==> src/rtl/uop_xnor_match.sv <==
// Serial pattern matcher: shifts qualified bits into an N-bit window and compares
// it against a masked pattern with XNOR equality, pulsing match and counting hits.
module uop_xnor_match #(
    parameter int N  = 8,
    parameter int CW = 8
) (
    input  logic          clk,
    input  logic          rst,
    input  logic          en,
    input  logic          clr,
    input  logic          din,
    input  logic          din_valid,
    input  logic [N-1:0]  pattern,
    input  logic [N-1:0]  mask,
    input  logic          overlap,
    output logic          match,
    output logic [CW-1:0] match_count,
    output logic          sat,
    output logic          armed
);

    localparam int FW = $clog2(N);
    localparam logic [1:0]    S_IDLE    = 2'd0;
    localparam logic [1:0]    S_FILL    = 2'd1;
    localparam logic [1:0]    S_HUNT    = 2'd2;
    localparam logic [FW-1:0] FILL_LAST = FW'(N - 1);
    localparam logic [CW-1:0] CNT_MAX   = '1;

    function automatic logic xnor_hit(input logic [N-1:0] w, input logic [N-1:0] p,
                                      input logic [N-1:0] m);
        return &(~(w ^ p) | ~m);
    endfunction

    function automatic logic [CW-1:0] sat_inc(input logic [CW-1:0] c);
        return (c == CNT_MAX) ? c : c + CW'(1);
    endfunction

    logic [1:0]    r_state;
    logic [FW-1:0] r_fill_cnt;
    logic [N-1:0]  r_sr;
    logic          r_match;
    logic [CW-1:0] r_count;
    logic          r_sat;

    logic [1:0]    w_state_nxt;
    logic [FW-1:0] w_fill_nxt;
    logic [N-1:0]  w_word;
    logic          w_cap;
    logic          w_eval;
    logic          w_hit;

    // The evaluated word already includes the bit arriving this cycle.
    assign w_word = {r_sr[N-2:0], din};
    assign w_cap  = en & din_valid & ~clr & (r_state != S_IDLE);
    assign w_eval = w_cap & ((r_state == S_HUNT) ||
                             ((r_state == S_FILL) && (r_fill_cnt == FILL_LAST)));
    assign w_hit  = w_eval & xnor_hit(w_word, pattern, mask);

    always_comb begin
        w_state_nxt = r_state;
        w_fill_nxt  = r_fill_cnt;
        if (clr) begin
            w_state_nxt = en ? S_FILL : S_IDLE;
            w_fill_nxt  = '0;
        end else if (!en) begin
            w_state_nxt = S_IDLE;
            w_fill_nxt  = '0;
        end else begin
            case (r_state)
                S_IDLE: begin
                    w_state_nxt = S_FILL;
                    w_fill_nxt  = '0;
                end
                S_FILL: begin
                    if (din_valid) begin
                        if (r_fill_cnt == FILL_LAST) begin
                            w_state_nxt = (w_hit && !overlap) ? S_FILL : S_HUNT;
                            w_fill_nxt  = '0;
                        end else begin
                            w_fill_nxt = r_fill_cnt + FW'(1);
                        end
                    end
                end
                S_HUNT: begin
                    // Non-overlapping mode discards the window and refills from scratch.
                    if (w_hit && !overlap) begin
                        w_state_nxt = S_FILL;
                        w_fill_nxt  = '0;
                    end
                end
                default: begin
                    w_state_nxt = S_IDLE;
                    w_fill_nxt  = '0;
                end
            endcase
        end
    end

    always_ff @(posedge clk or posedge rst) begin
        if (rst) begin
            r_state    <= S_IDLE;
            r_fill_cnt <= '0;
            r_sr       <= '0;
            r_match    <= 1'b0;
            r_count    <= '0;
            r_sat      <= 1'b0;
        end else begin
            r_state    <= w_state_nxt;
            r_fill_cnt <= w_fill_nxt;
            r_match    <= w_hit;
            if (w_cap) begin
                r_sr <= w_word;
            end
            if (clr) begin
                r_count <= '0;
                r_sat   <= 1'b0;
            end else if (w_hit) begin
                r_count <= sat_inc(r_count);
                if (sat_inc(r_count) == CNT_MAX) begin
                    r_sat <= 1'b1;
                end
            end
        end
    end

    assign match       = r_match;
    assign match_count = r_count;
    assign sat         = r_sat;
    assign armed       = (r_state == S_HUNT);

endmodule

==> config.mk <==
export PLATFORM = sky130hd
export DESIGN_NAME = uop_xnor_match
export DESIGN_NICKNAME = d
export VERILOG_FILES = /design/src/rtl/uop_xnor_match.sv
export SDC_FILE = /design/constraint.sdc
export NUM_CORES = 1
export LEC_CHECK = 0
export ABC_AREA = 1
export BUFFER_PORTS_ARGS = -buffer_cell sky130_fd_sc_hd__buf_2
export CAP_MARGIN = 40
export CORE_ASPECT_RATIO = 0.9
export CORE_MARGIN = 4
export CORE_UTILIZATION = 48
export DETAILED_ROUTE_END_ITERATION = 12
export PLACE_DENSITY_LB_ADDON = 0.25
export SETUP_SLACK_MARGIN = 0.2
export SYNTH_ARGS = -nofsm -noshare
export SYNTH_HDL_FRONTEND = slang
export SYNTH_SLANG_ARGS = --single-unit
export TNS_END_PERCENT = 100
==> constraint.sdc <==
create_clock -name clk -period 2 [get_ports clk]
set_input_delay 0.5 -clock clk [delete_from_list [all_inputs] [get_ports clk]]
set_output_delay 0.5 -clock clk [all_outputs]
set_load 0.01 [all_outputs]
==> results of run 1 <==
==> stage by stage <==
| step | cell area (µm²) | setup slack, ps | util [%] | total power, mW |
|---|---|---|---|---|
| after global routing | 1810 | 189 | 63.8 | 1.30 |
| after global placement | 1690 | 267 | 59.4 | 0.869 |
| after CTS | 1740 | 258 | 61.3 | 1.23 |
| final | 1810 | 345 | 63.8 | 1.22 |
| after floorplan | 1460 | 401 | - | 0.794 |
| after detailed placement | 1690 | 204 | 59.4 | 0.878 |
==> worst max path at each step <==
| stage | startpoint | endpoint | cells after the start |
|---|---|---|---|
| floorplan | match_count[0]$_DFFE_PP0P_ | sat$_DFFE_PP0P_ | 11 |
| global placement | din | sat$_DFFE_PP0P_ | 10 |
| detailed placement | din | sat$_DFFE_PP0P_ | 10 |
| CTS | match_count[0]$_DFFE_PP0P_ | sat$_DFFE_PP0P_ | 12 |
| global route | match_count[0]$_DFFE_PP0P_ | sat$_DFFE_PP0P_ | 13 |
| finish | r_fill_cnt[0]$_DFFE_PP0P_ | r_state[0]$_DFFE_PP0P_ | 11 |
==> area by class of cell <==
cell class | instances | share of cell area (%)
clock inverter | 1 | 1.66
tap | 40 | 2.77
sequential | 22 | 30.5
timing repair buffer | 40 | 12.0
clock buffer | 3 | 1.24
multi-input combinational | 151 | 46.0
inverter | 28 | 5.81
==> sequential cells by signal (all words and copies together) (netlist names) <==
register,flops
sat,1
match,1
r_fill_cnt,3
match_count,8
r_state,2
r_sr,7
==> metal layers <==
layer	part of all wire, %	wire [µm]	up-vias	track usage, %
li1	-	-	737	-
met1	48	1490	612	21.4
met2	46	1420	27	27.6
met3	5.8	181	2	5.19
met4	0.51	16	0	3.77
met5	0	0	-	0
==> cells in the final DEF, fill, tap and decap left out, drive strengths merged <==
cell,instances
inv,28
ha,3
o21ai,23
a21oi,2
nor2,17
xor2,2
nand3,25
or2,7
clkbuf,3
nand2,68
nand4,2
dfrtp,22
nor3,2
buf,40
bufinv,1
==> report_power, final <==
group          switching, mW  internal [mW]
registers             0.0585          0.520
logic                  0.181          0.114
clock network          0.143          0.203
total                  0.382          0.836
==> tightest hold or removal path, delay by kind of cell <==
family                 cells  cell delay [ps]
buffers and inverters      3              420
==> kinds of logic (layout without fill, tap and decap cells) <==
group	count (synthesis)	after routing	synth area share [%]
xor+xnor	2	2	1.20
simple gates	121	121	40.4
compound gates	25	25	9.59
buf+inv	31	72	8.56
flops	22	22	37.7
fa+ha+maj	3	3	2.57
==> what timing repair did <==
action                                  CTS  global route
gates resized for setup                   0            13
endpoints found under the setup margin    0             6
buffers inserted                          0             3
==> flow_metrics.tcl, run 1 <==
set metrics [dict create \
    fillerInstances 284 \
    ys_seq_area_share_pct 37.7 \
    syn2layout_area_growth_pct 23.8 \
    crit_type "flop to flop" \
    cts_buffer_depth 2 \
    ys_top_cells_by_count "nand2_1 (62), inv_1 (24), dfrtp_1 (22), nand3_1 (22), o21ai_0 (13)" \
    cts_buffers 3 \
    grt.total_usage_pct 16.6 \
    grt_pass1_wl_um 5150 \
    cts_htree_levels 1 \
    slowest_delay_ps 400 \
    arrival_ps 1860 \
    finalNetCount 272 \
    avgSynthCellArea_um2 7.16 \
    drv_slew 0 \
    synthTopCellsByArea "dfrtp_1 (38%), nand2_1 (16%), nand3_1 (7.5%)" \
    routedWlPerCell_um 10.9 \
    die_x_um 66.2 \
    overflow 0 \
    fin_crit_ps 1650 \
    grt_start_max_net_pins 23 \
    slew_headroom_pct 77.1 \
    first_iter_violations 67 \
    cts_root_buf "clkbuf_4" \
    cts_hold_buf 0 \
    io_buffer_count 33 \
    setup_violations 0 \
    ys_types 26 \
    layout-drive-gt1-share_pct 31.4 \
    fin_skew_ps 14.2 \
    seqCellArea_um2 552 \
    vias_per_cell 4.84 \
    reg2reg_to "r_state[0]$_DFFE_PP0P_" \
    hold_viol 0 \
    diodes 0 \
    die_area_um2 3990 \
    synth_seq_cells 22 \
    vias 1378 \
    grt_antenna_before_repair 0 \
    yosysMostFrequentCell "nand2_1" \
    syn-num-nets 230 \
    synth_top_area_share_pct 37.7 \
    core_area_um2 2840 \
    start_util_pct 51.5 \
    period_share_pct 82.7 \
    io_pins 34 \
    drt_pass1_iterations 4 \
    drc_errors 0 \
    rrSetupSlack_ps 350 \
    drtAntennaViolNets 0 \
    crit_path_end_kind "flop" \
    ys.flop_type "dfrtp_1" \
    tightestPinTransition_ps 343 \
    yosys_warnings 0 \
    routabilityCongestion 0.799 \
    ir_drop_mv 0.814 \
    grt_pass1_vias 1260 \
    dp.cells 278 \
    hold_ws_ps 192 \
    synth_top_cell_by_area "dfrtp_1" \
    die_height_um 60.3 \
    worst_r2r_path_depth 11 \
    leakagePower_nw 0.967 \
    multi_input_area_um2 832 \
    critical-path-top-delay-family "simple AND/OR/NAND/NOR gates" \
    rows 18 \
    crit_path_max_fanout 3 \
    hp-class "input pin to asynchronous set/reset pin" \
    crit_required_ps 2200 \
    drv_cap 0 \
    powerDensity_nw_per_um2 673 \
    rsz0062_at_grt "true" \
    wirelength_um 3110 \
    crit_buf_inv 0 \
    clkSlewWorstSetupHoldPaths_ps 140 \
    start_kind "flop" \
    tritoncts "yes" \
    cts_sinks 22 \
    fmax_ghz 0.604 \
    syn_inst 204 \
    r2r-start "r_fill_cnt[0]$_DFFE_PP0P_" \
    hpwl_um 2350 \
    finalNonFillerCells 285 \
    worstSkewPairLatency_ps 320 \
    cp_cell_sequence "ha_2, ha_4, nand3_2, nand2_2, nand2_4, nor2_4, nand4_1, nand2_2, nand3_2, nand2_1, o21ai_1" \
    tns_ps 0 \
    synth_edf_count 0 \
    status "finished, final reports clean" \
    ys_async_sr_fraction_pct 100 \
    slowest_stage "dfrtp_1" \
    syn_area_um2 1460 \
]
Note: power is estimated with default switching activity, not from simulation.
==> run 2: changes to the inputs <==
==> constraint.sdc (replaced) <==
create_clock -name clk -period 1.7 [get_ports clk]
set_input_delay 0.425 -clock clk [delete_from_list [all_inputs] [get_ports clk]]
set_output_delay 0.425 -clock clk [all_outputs]
set_load 0.01 [all_outputs]
==> flow_metrics.tcl, run 2 (synthesis gave the netlist of run 1 again) <==
set metrics [dict create \
    worstSkewPairLatency_ps 320 \
    period_share_pct 101 \
    drv_slew 0 \
    die_x_um 66.2 \
    setup_violations 3 \
    setup_slack_ps -21.7 \
    core_area_um2 2840 \
    crit_path_max_fanout 3 \
    vias_per_cell 4.84 \
    cts_hold_buf 0 \
    grt_pass1_vias 1324 \
    finalNetCount 288 \
    cts_htree_levels 1 \
    fillerInstances 234 \
    crit_required_ps 1920 \
    status "finished, violations left" \
    routabilityCongestion 0.829 \
    drtAntennaViolNets 0 \
    routedWlPerCell_um 12.1 \
    vias 1458 \
    largest_reg_flops 8 \
    start_util_pct 51.5 \
    fin_crit_ps 1720 \
    leakagePower_nw 1.05 \
    violations "setup timing" \
    grt_antenna_before_repair 0 \
    diodes 0 \
    cts_sinks 22 \
    fin_skew_ps 3.49 \
    tritoncts "yes" \
    tns_ps -23.9 \
    cts_buffers 3 \
    drv_cap 0 \
    overflow 0 \
    clkSlewWorstSetupHoldPaths_ps 120 \
    powerDensity_nw_per_um2 681 \
    cts_root_buf "clkbuf_4" \
    crit_type "flop to flop" \
    grt_start_max_net_pins 23 \
    die_height_um 60.3 \
    tightestPinTransition_ps 293 \
    io_buffer_count 33 \
    layout-drive-gt1-share_pct 40.6 \
    cts_buffer_depth 2 \
    fmax_ghz 0.581 \
    mostFrequentLayoutCells "nand2_1 (57), buf_2 (32), inv_1 (23)" \
    crit_path_end_kind "flop" \
    die_area_um2 3990 \
    rows 18 \
    drc_errors 0 \
    hp-class "input pin to asynchronous set/reset pin" \
    slew_headroom_pct 80.5 \
    multi_input_area_um2 912 \
    hold_viol 0 \
    grt_pass1_wl_um 5730 \
    final_common_cell "nand2_1" \
    grt.total_usage_pct 18.8 \
    ir_drop_mv 0.560 \
    start_kind "flop" \
    rsz0062_at_grt "true" \
    seqCellArea_um2 552 \
    post-route-util_pct 70.9 \
    wirelength_um 3640 \
    arrival_ps 1940 \
    first_iter_violations 83 \
    hpwl_um 2410 \
    io_pins 34 \
    syn2layout_area_growth_pct 37.8 \
    drt_pass1_iterations 4 \
    pre_cts_ws_ps -14.8 \
]
## run 2: changes by cell type in the layout (fill, tap and decap cells not counted), moves of 2 or more
cell,delta
o21ai_1,+3
nand2_2,+3
nand3_2,+4
buf_4,+9
o21ai_0,-5
o21ai_2,+2
nand3_1,-5
buf_6,+6
nand2_1,-2
## run 2: layer usage
metal  up-vias  global-route usage (%)  part of all wire (%)
met1       661                    24.1                    45
li1        765                       -                     -
met4         0                    5.22                   1.6
met5         -                       0                     0
met3         6                    4.44                   4.5
met2        26                    32.1                    49
## run 2: area by class of cell
class                           count  area share, %
Sequential cell                    22           27.4
Tap cell                           40           2.49
Clock buffer                        4           1.31
Multi-Input combinational cell    152           45.3
Timing Repair Buffer               55           18.3
Inverter                           28           5.22
## run 2: what timing repair did
action                     CTS  global route
buffers inserted            13             3
pin swaps                    9             5
setup endpoints to repair   15            17
resized for setup           14            21
cloned                       1             0
## run 2: path summary, 6_finish.rpt
check / start / endpoint / slack [ps] / depth (start not counted)
max reg2reg: r_fill_cnt[1]$_DFFE_PP0P_ / r_state[0]$_DFFE_PP0P_ / -20 / 11
min reg2reg: sat$_DFFE_PP0P_ / sat$_DFFE_PP0P_ / 490 / 2
max in group asynchronous: rst / match_count[0]$_DFFE_PP0P_ / 1330 / 3
max: r_fill_cnt[1]$_DFFE_PP0P_ / r_state[0]$_DFFE_PP0P_ / -20 / 11
min: rst / match_count[4]$_DFFE_PP0P_ / 120 / 3
min in group clk: din / r_sr[0]$_DFFE_PP0P_ / 340 / 3
## run 2: power by group
group | leakage (nW) | switching (mW) | internal (mW)
sequential | 0.290 | 0.0496 | 0.611
clock | 0.0150 | 0.165 | 0.0919
combinational | 0.742 | 0.258 | 0.196
total | 1.05 | 0.472 | 0.898
## run 2: per-stage QoR
stage                     instances  area, µm²  total power, mW  hold WS, ps
after floorplan                 204       1480            0.936          414
after global placement          280       1720             1.05          455
after detailed placement        280       1720             1.05          459
after CTS                       298       1920             1.36          134
after global routing            301       2010             1.48          142
final                           301       2010             1.37          122
## run 2: worst max-delay path: stages (launching register included)
cell,delay [ps]
dfrtp_1,400
ha_2,200
ha_4,140
nand3_2,90
nand2_2,100
nand2_4,60
nor2_4,90
nand4_1,140
nand2_2,180
nand3_4,90
nand2_1,70
o21ai_1,60
